===== config.mk =====
export PLATFORM = sky130hd
export DESIGN_NAME = wb_arb2
export DESIGN_NICKNAME = d
export VERILOG_FILES = /design/src/rtl/wb_arb_pkg.sv /design/src/rtl/wb_arb_wdog.sv /design/src/rtl/wb_arb2.sv
export SDC_FILE = /design/constraint.sdc
export NUM_CORES = 1
export LEC_CHECK = 0
export ABC_AREA = 1
export CAP_MARGIN = 40
export CORE_AREA = 5 5 116 118
export DETAILED_ROUTE_END_ITERATION = 16
export DIE_AREA = 0 0 121 123
export GPL_TIMING_DRIVEN = 0
export PLACE_DENSITY_LB_ADDON = 0.25
export SLEW_MARGIN = 20
export SYNTH_ARGS = -nofsm -noshare
export SYNTH_HDL_FRONTEND = slang
export SYNTH_SLANG_ARGS = --single-unit

===== constraint.sdc =====
create_clock -name clk -period 3.8 [get_ports clk]
set_input_delay 0.76 -clock clk [delete_from_list [all_inputs] [get_ports clk]]
set_output_delay 0.76 -clock clk [all_outputs]
set_load 0.02 [all_outputs]

===== src/rtl/wb_arb_pkg.sv =====
// wb_arb_pkg: shared state encodings, grant constants and defaults for wb_arb2.
package wb_arb_pkg;
  typedef enum logic [1:0] {IDLE = 2'd0, OWN0 = 2'd1, OWN1 = 2'd2} arb_state_e;
  localparam logic [31:0] TIMEOUT_DATA_DEF = 32'hDEAD_BEEF;
  localparam logic [1:0] GNT_NONE = 2'b00;
  localparam logic [1:0] GNT_M0 = 2'b01;
  localparam logic [1:0] GNT_M1 = 2'b10;
  function automatic logic [1:0] grant_of(arb_state_e s);
    return s == OWN0 ? GNT_M0 : s == OWN1 ? GNT_M1 : GNT_NONE;
  endfunction
endpackage


===== src/rtl/wb_arb_wdog.sv =====
// wb_arb_wdog: stall counter that flags a slave cycle left unacknowledged for LIMIT cycles.
module wb_arb_wdog #(
  parameter int LIMIT = 255
) (
  input  logic clk,
  input  logic RESET_N,
  input  logic stall,
  input  logic clr,
  output logic expire
);
  logic [15:0] cnt_q, cnt_d;
  always_comb begin
    expire = cnt_q == 16'(LIMIT);
    cnt_d = (clr || expire) ? '0 : stall ? cnt_q + 16'd1 : cnt_q;
  end
  always_ff @(posedge clk or negedge RESET_N)
    if (!RESET_N) cnt_q <= '0;
    else cnt_q <= cnt_d;
endmodule


===== src/rtl/wb_arb2.sv =====
// wb_arb2: two-master Wishbone classic arbiter, round-robin over whole cyc tenures.
// Optional slave watchdog built when WB_ARB_TIMEOUT_EN is defined.
module wb_arb2
  import wb_arb_pkg::*;
#(
  parameter int AW = 32,
  parameter int DW = 32,
  parameter int TIMEOUT_CYCLES = 255,
  parameter logic [DW-1:0] TIMEOUT_DATA = DW'(TIMEOUT_DATA_DEF)
) (
  input  logic          clk,
  input  logic          RESET_N,
  input  logic          m0_cyc,
  input  logic          m0_stb,
  input  logic          m0_we,
  input  logic [AW-1:0] m0_adr,
  input  logic [DW-1:0] m0_wdata,
  output logic [DW-1:0] m0_rdata,
  output logic          m0_ack,
  input  logic          m1_cyc,
  input  logic          m1_stb,
  input  logic          m1_we,
  input  logic [AW-1:0] m1_adr,
  input  logic [DW-1:0] m1_wdata,
  output logic [DW-1:0] m1_rdata,
  output logic          m1_ack,
  output logic          s_cyc,
  output logic          s_stb,
  output logic          s_we,
  output logic [AW-1:0] s_adr,
  output logic [DW-1:0] s_wdata,
  input  logic [DW-1:0] s_rdata,
  input  logic          s_ack,
  output logic [1:0]    grant,
  output logic          timeout_pulse
);
  if (TIMEOUT_CYCLES < 1 || TIMEOUT_CYCLES > 65535) begin : g_bad_timeout
    $error("wb_arb2: TIMEOUT_CYCLES must be in 1..65535");
  end
  arb_state_e state_q, state_d;
  logic last_q, last_d;
  logic [1:0] grant_q, grant_d;
  logic own0, own1, m_cyc, m_stb, wd_hit;
  logic [DW-1:0] rdata_x;
  always_comb begin
    state_d = state_q;
    last_d = last_q;
    case (state_q)
      IDLE: state_d = (m0_cyc && m1_cyc) ? (last_q ? OWN0 : OWN1) : m0_cyc ? OWN0 : m1_cyc ? OWN1 : IDLE;
      OWN0: if (!m0_cyc) begin
        last_d = 1'b0;
        state_d = m1_cyc ? OWN1 : IDLE;
      end
      OWN1: if (!m1_cyc) begin
        last_d = 1'b1;
        state_d = m0_cyc ? OWN0 : IDLE;
      end
      default: state_d = IDLE;
    endcase
    grant_d = grant_of(state_d);
  end
  always_ff @(posedge clk or negedge RESET_N)
    if (!RESET_N) begin
      state_q <= IDLE;
      last_q <= 1'b1;
      grant_q <= GNT_NONE;
    end else begin
      state_q <= state_d;
      last_q <= last_d;
      grant_q <= grant_d;
    end
  assign own0 = state_q == OWN0;
  assign own1 = state_q == OWN1;
  assign m_cyc = own0 ? m0_cyc : own1 & m1_cyc;
  assign m_stb = own0 ? m0_stb : own1 & m1_stb;
  assign s_cyc = m_cyc & ~wd_hit;
  assign s_stb = m_stb & ~wd_hit;
  assign s_we = own0 ? m0_we : own1 & m1_we;
  assign s_adr = own0 ? m0_adr : own1 ? m1_adr : '0;
  assign s_wdata = own0 ? m0_wdata : own1 ? m1_wdata : '0;
  assign rdata_x = wd_hit ? TIMEOUT_DATA : s_rdata;
  assign m0_ack = own0 & (s_ack | wd_hit);
  assign m1_ack = own1 & (s_ack | wd_hit);
  assign m0_rdata = own0 ? rdata_x : '0;
  assign m1_rdata = own1 ? rdata_x : '0;
  assign grant = grant_q;
  assign timeout_pulse = wd_hit;
`ifdef WB_ARB_TIMEOUT_EN
  logic wd_exp;
  wb_arb_wdog #(.LIMIT(TIMEOUT_CYCLES)) u_wdog (
    .clk(clk),
    .RESET_N(RESET_N),
    .stall(m_cyc & m_stb & ~s_ack),
    .clr(s_ack | (state_d != state_q)),
    .expire(wd_exp)
  );
  // A genuine ack in the expiry cycle wins over the synthetic one.
  assign wd_hit = wd_exp & ~s_ack;
`else
  assign wd_hit = 1'b0;
`endif
endmodule


==> results_dict.tcl, run 1 <==
set metrics [dict create \
    clk_path_buf_depth 2 \
    num_io_pins 305 \
    yosys.area.top_type_share 0.5296 \
    via_per_inst 3.744 \
    grt_pass1_wl_um 15430 \
    htreeDepth 1 \
    power_mw 2.835 \
    fin_area_mm2 0.004808 \
    dp_slack_ns 0.9681 \
    use_met1 0.1220 \
    fp.dieW_um 121 \
    synth_area_leaders "nand2_1 (53%), nor2_1 (17%), inv_1 (8.9%)" \
    num_rows 41 \
    gr-total-overflow 0 \
    crit_path_end_kind "primary output" \
    grt_max_degree 11 \
    cts_tree "done" \
    drc 0 \
    fin_crit_sh 0.7545 \
    nNetsFinal 827 \
    drv_slew 0 \
    fmax_ghz 0.3488 \
    insertion_delay_ns 0.22 \
    first_pass_iters 4 \
    peakVddDrop_mv 0.1745 \
    yosysTopAreaCell "nand2_1" \
    area_growth_pct 224.6 \
    wl_um 10840 \
    setup_ws_ns 0.9327 \
    synth.most_common_cell "nand2_1" \
    cts_resized 0 \
    num_antenna_cells 0 \
    place_area_mm2 0.004730 \
    drv_cap 0 \
    cts.sinks 5 \
    rsz0062_at_grt "no" \
    criticalPathCategory "reg2out" \
    setup_violations 0 \
    dpl.cell_count 825 \
    grt_util_met2 0.2518 \
    post-route-util 0.3889 \
    crit_arrival_ns 2.11 \
    synth.ff_latch_count 5 \
    period_needed_ns 2.867 \
    hold_class "reg2reg" \
    cp.required_ns 3.04 \
    final.setup_skew_ns 0.0001626 \
    worst_path_largest_cell_delay_ns 0.62 \
    grt-busiest-layer "met2" \
    synth_seq_area_share 0.08530 \
    core_mm2 0.01236 \
    synthCells 350 \
    grtUsageTotal 0.1277 \
    fp.dieH_um 123 \
    crit_slowest_cell "clkdlybuf4s50_1" \
    dpl.hpwl_um 9705 \
    met3_usage 0.05535 \
    async_flop_share 1.000 \
    synth.distinct_cells 15 \
    synth_enable_flop_cells 0 \
    routabilityCongestion 0.7462 \
    outcome "completed" \
    hold_buffers 0 \
    routedWlPerCell_um 13.08 \
    postSynthAreaPerCell_um2 4.233 \
    critical_path.max_fanout 10 \
    die_area_mm2 0.01488 \
    start_util 0.1198 \
    instances_no_fill 829 \
    netlist_area_mm2 0.001481 \
    crit_path_start_kind "flip-flop" \
    yosys_most_used_dff "dfrtp_1" \
    root_buffer "clkbuf_16" \
    ys.warnings.count 0 \
    syn_nets 519 \
    drtIter0Drc 78 \
    ys_top_cells_by_count "nand2_1 (209), nor2_1 (68), inv_1 (35), buf_2 (7)" \
    post_cts_buffers 0 \
    drive_gt1_frac 0.03349 \
    vias 3104 \
    ant_nets 0 \
    final_hold_viol_count 0 \
    io_buffers 303 \
    crit_top_cell "nand2_1" \
    cts_made_buffers 3 \
    fin_hold_ws_ns 0.5014 \
    clkSlewWorstSetupHoldPaths_ns 0.03 \
    worstPathCellList "nor2_4 > buf_1 > nand2_1 > nand2_1 > clkdlybuf4s50_1" \
    p_per_area_mw_per_mm2 589.6 \
    grt_pass1_vias 3178 \
    antenna_found_initial 1 \
    p_leak_nw 2.262 \
    fin_tns_setup_ns 0 \
]
cell usage in the layout (no fill, tap or decap), drive strengths merged:
cell type and instances:
conb 1, nor2 69, buf 19, clkbuf 6
clkdlybuf4s50 303, dfstp 1, nand2 210, nand3 6
dfrtp 4, inv 38
worst max-delay path: cells and delay by family, from the launching register on:
kind | cells | cell delay (ns)
DFF | 1 | 0.41
buffers and inverters | 2 | 1.02
and+or+nand+nor | 3 | 0.45
report_power, final:
group          leakage, nW  switching (mW)  internal (mW)  total (mW)
Sequential          0.0607          0.0143         0.0804      0.0947
Combinational         2.16            1.40           1.17        2.57
Clock               0.0382          0.0315          0.139       0.170
Total                 2.26            1.45           1.39        2.83
area by class of cell:
class / count / area, um2
inverters: 38 / 142.6
fillers: 1313 / 7555
flip-flops and latches: 5 / 126.4
clock buffers: 4 / 78.83
repair buffers: 303 / 3033
multi-input cells: 286 / 1091
plain buffers: 21 / 121.4
well taps: 172 / 215.2
logic make-up (layout without fill, tap and decap cells):
family	count (synthesis)	in the layout	synth area share
other	1	1	0.002531
buffers and inverters	59	366	0.1782
AND/OR/NAND/NOR	285	285	0.7340
flip-flops	5	5	0.08531
flip-flops by register name, summed over array words and instances (netlist names):
register  flops
state_q       2
grant         2
last_q        1
path summary, 6_finish.rpt:
path                                 start          to  slack, ns  cells after the start
min in group asynchronous          RESET_N    grant[0]       0.76                      1
worst min-delay path                last_q      last_q       0.50                      2
worst min register to register      last_q      last_q       0.50                      2
max in group asynchronous          RESET_N      last_q       2.79                      1
worst max register to register  state_q[0]  state_q[0]       2.60                      5
worst max-delay path            state_q[0]    s_adr[5]       0.93                      5
layer usage:
| metal | vias up | wire (um) |
|---|---|---|
| met5 | - | 20 |
| met2 | 183 | 5645 |
| met4 | 2 | 187 |
| met1 | 1294 | 3597 |
| li1 | 1611 | - |
| met3 | 14 | 1392 |
(Power assumes the default switching activity.)
==> inputs of run 2 (changes only) <==
- CORE_AREA: 5 5 116 118 -> 5 5 115 117
- DIE_AREA: 0 0 121 123 -> 0 0 120 122
- clock period: 3.8 -> 2.9 ns (I/O delays scaled with it)
==> run 2 against run 1 <==
Global-route usage is 0.49 points higher; clock skew hardly changed; routed wire length decreased by 0.42%; largest cell class unchanged; largest power group unchanged.
==> results_dict.tcl, run 2 (synthesis gave the netlist of run 1 again) <==
set metrics [dict create \
    nNetsFinal 827 \
    cts.sinks 5 \
    min_delay_worst_endpoint "last_q" \
    worst_path_largest_cell_delay_ns 0.63 \
    first_pass_iters 4 \
    crit_top_cell "nand2_1" \
    via_per_inst 3.897 \
    r2r_slack_ns 1.71 \
    final_hold_viol_count 0 \
    ant_nets 0 \
    outcome "completed" \
    grt_max_degree 11 \
    drtIter0Drc 75 \
    root_buffer "clkbuf_16" \
    final.setup_skew_ns 0.0002214 \
    clkSlewWorstSetupHoldPaths_ns 0.03 \
    startpoint "state_q[0]" \
    fin_crit_sh 0.9344 \
    p_leak_nw 2.262 \
    num_rows 41 \
    setup_violations 0 \
    clk_path_buf_depth 2 \
    rsz0062_at_grt "no" \
    dpl.hpwl_um 9661 \
    layout_commonest_cell "clkdlybuf4s50_1" \
    start_util 0.1208 \
    critical_path.max_fanout 10 \
    cts_made_buffers 3 \
    antenna_found_initial 0 \
    grt_pass1_wl_um 15740 \
    drc 0 \
    hold_class "reg2reg" \
    area_growth_pct 222.7 \
    io_buffers 303 \
    drv_slew 0 \
    whs_path_depth 2 \
    criticalPathCategory "reg2out" \
    reg2reg_depth 5 \
    peakVddDrop_mv 0.2869 \
    routedWlPerCell_um 13.38 \
    reg2reg_from "state_q[0]" \
    layout_common_cells "clkdlybuf4s50_1 (303), nand2_1 (209), nor2_1 (68)" \
    fp.dieW_um 120 \
    cp.required_ns 2.32 \
    cts_tree "done" \
    num_io_pins 305 \
    post_cts_buffers 0 \
    die_area_mm2 0.01464 \
    wl_um 10800 \
    drive_gt1_frac 0.03349 \
    rr_endpoint "state_q[0]" \
    crit_path_end_kind "primary output" \
    cpLargestDelayFamily "buffers and inverters" \
    p_per_area_mw_per_mm2 777.3 \
    cp_num_buf_inv 2 \
    num_antenna_cells 0 \
    hold_buffers 0 \
    fillCellCount 1309 \
    insertion_delay_ns 0.23 \
    grt_pass1_vias 3137 \
    fmax_ghz 0.3691 \
    crit_arrival_ns 2.13 \
    min-delay-start "last_q" \
    power_mw 3.716 \
    cts_resized 0 \
    vias 3145 \
    drv_cap 0 \
    fp.dieH_um 122 \
    worstPathCellList "nor2_4 > buf_1 > nand2_1 > nand2_1 > clkdlybuf4s50_1" \
    routabilityCongestion 0.8089 \
    htreeDepth 1 \
    crit_path_start_kind "flip-flop" \
    grtUsageTotal 0.1326 \
    core_mm2 0.01226 \
    period_needed_ns 2.710 \
    gr-total-overflow 0 \
    crit_slowest_cell "clkdlybuf4s50_1" \
    fin_tns_setup_ns 0 \
]
run 2: cell counts in the layout (fill, tap and decap cells not counted):
No cell type changed its count.
run 2: layout make-up:
type / count / area [um2] / share of cell area
Tap cell: 150 / 187.7 / 0.03926
Inverter: 38 / 142.6 / 0.02984
Multi-Input combinational cell: 286 / 1091 / 0.2282
Sequential cell: 5 / 126.4 / 0.02643
Timing Repair Buffer: 303 / 3033 / 0.6344
Clock buffer: 4 / 78.83 / 0.01649
Buffer: 21 / 121.4 / 0.02539
run 2: worst reg2reg max path: stages (launching register included):
cell and delay, ns:
dfrtp_1 0.41, nand2_2 0.20, inv_2 0.10, buf_6 0.16
nand2_1 0.11, nand3_1 0.09
run 2: worst max path at each step:
stage,cells past startpoint,end,slack [ns]
after floorplan,5,s_wdata[21],1.22
after global placement,5,s_wdata[0],0.39
after detailed placement,5,s_wdata[0],0.38
after CTS,5,s_wdata[0],0.14
after global routing,5,s_wdata[0],0.05
final,5,s_wdata[0],0.19
run 2: per-stage QoR:
step | hold WS [ns] | instances | utilization | worst slack [ns] | area, um2
finish | 0.4855 | 807 | 0.3899 | 0.1903 | 4781
global route | 0.5203 | 807 | 0.3899 | 0.05306 | 4781
CTS | 0.4912 | 807 | 0.3899 | 0.1423 | 4781
detailed placement | 0.4859 | 803 | 0.3835 | 0.3834 | 4702
global placement | 0.4907 | 803 | 0.3835 | 0.3935 | 4702
floorplan | 0.2844 | 350 | - | 1.224 | 1481
run 2: layer usage:
layer  routed length, um  vias to the layer above  GRT usage
met4                 217                        0    0.03651
met2                5543                      194     0.2585
met1                3787                     1323     0.1329
met3                1247                       16    0.04550
met5                   0                        -          0
li1                    -                     1612          -
run 2: power by group:
part / internal [mW] / total [mW] / switching (mW)
sequential: 0.105 / 0.125 / 0.0193
clock: 0.182 / 0.224 / 0.0422
combinational: 1.53 / 3.37 / 1.84
total: 1.82 / 3.72 / 1.90
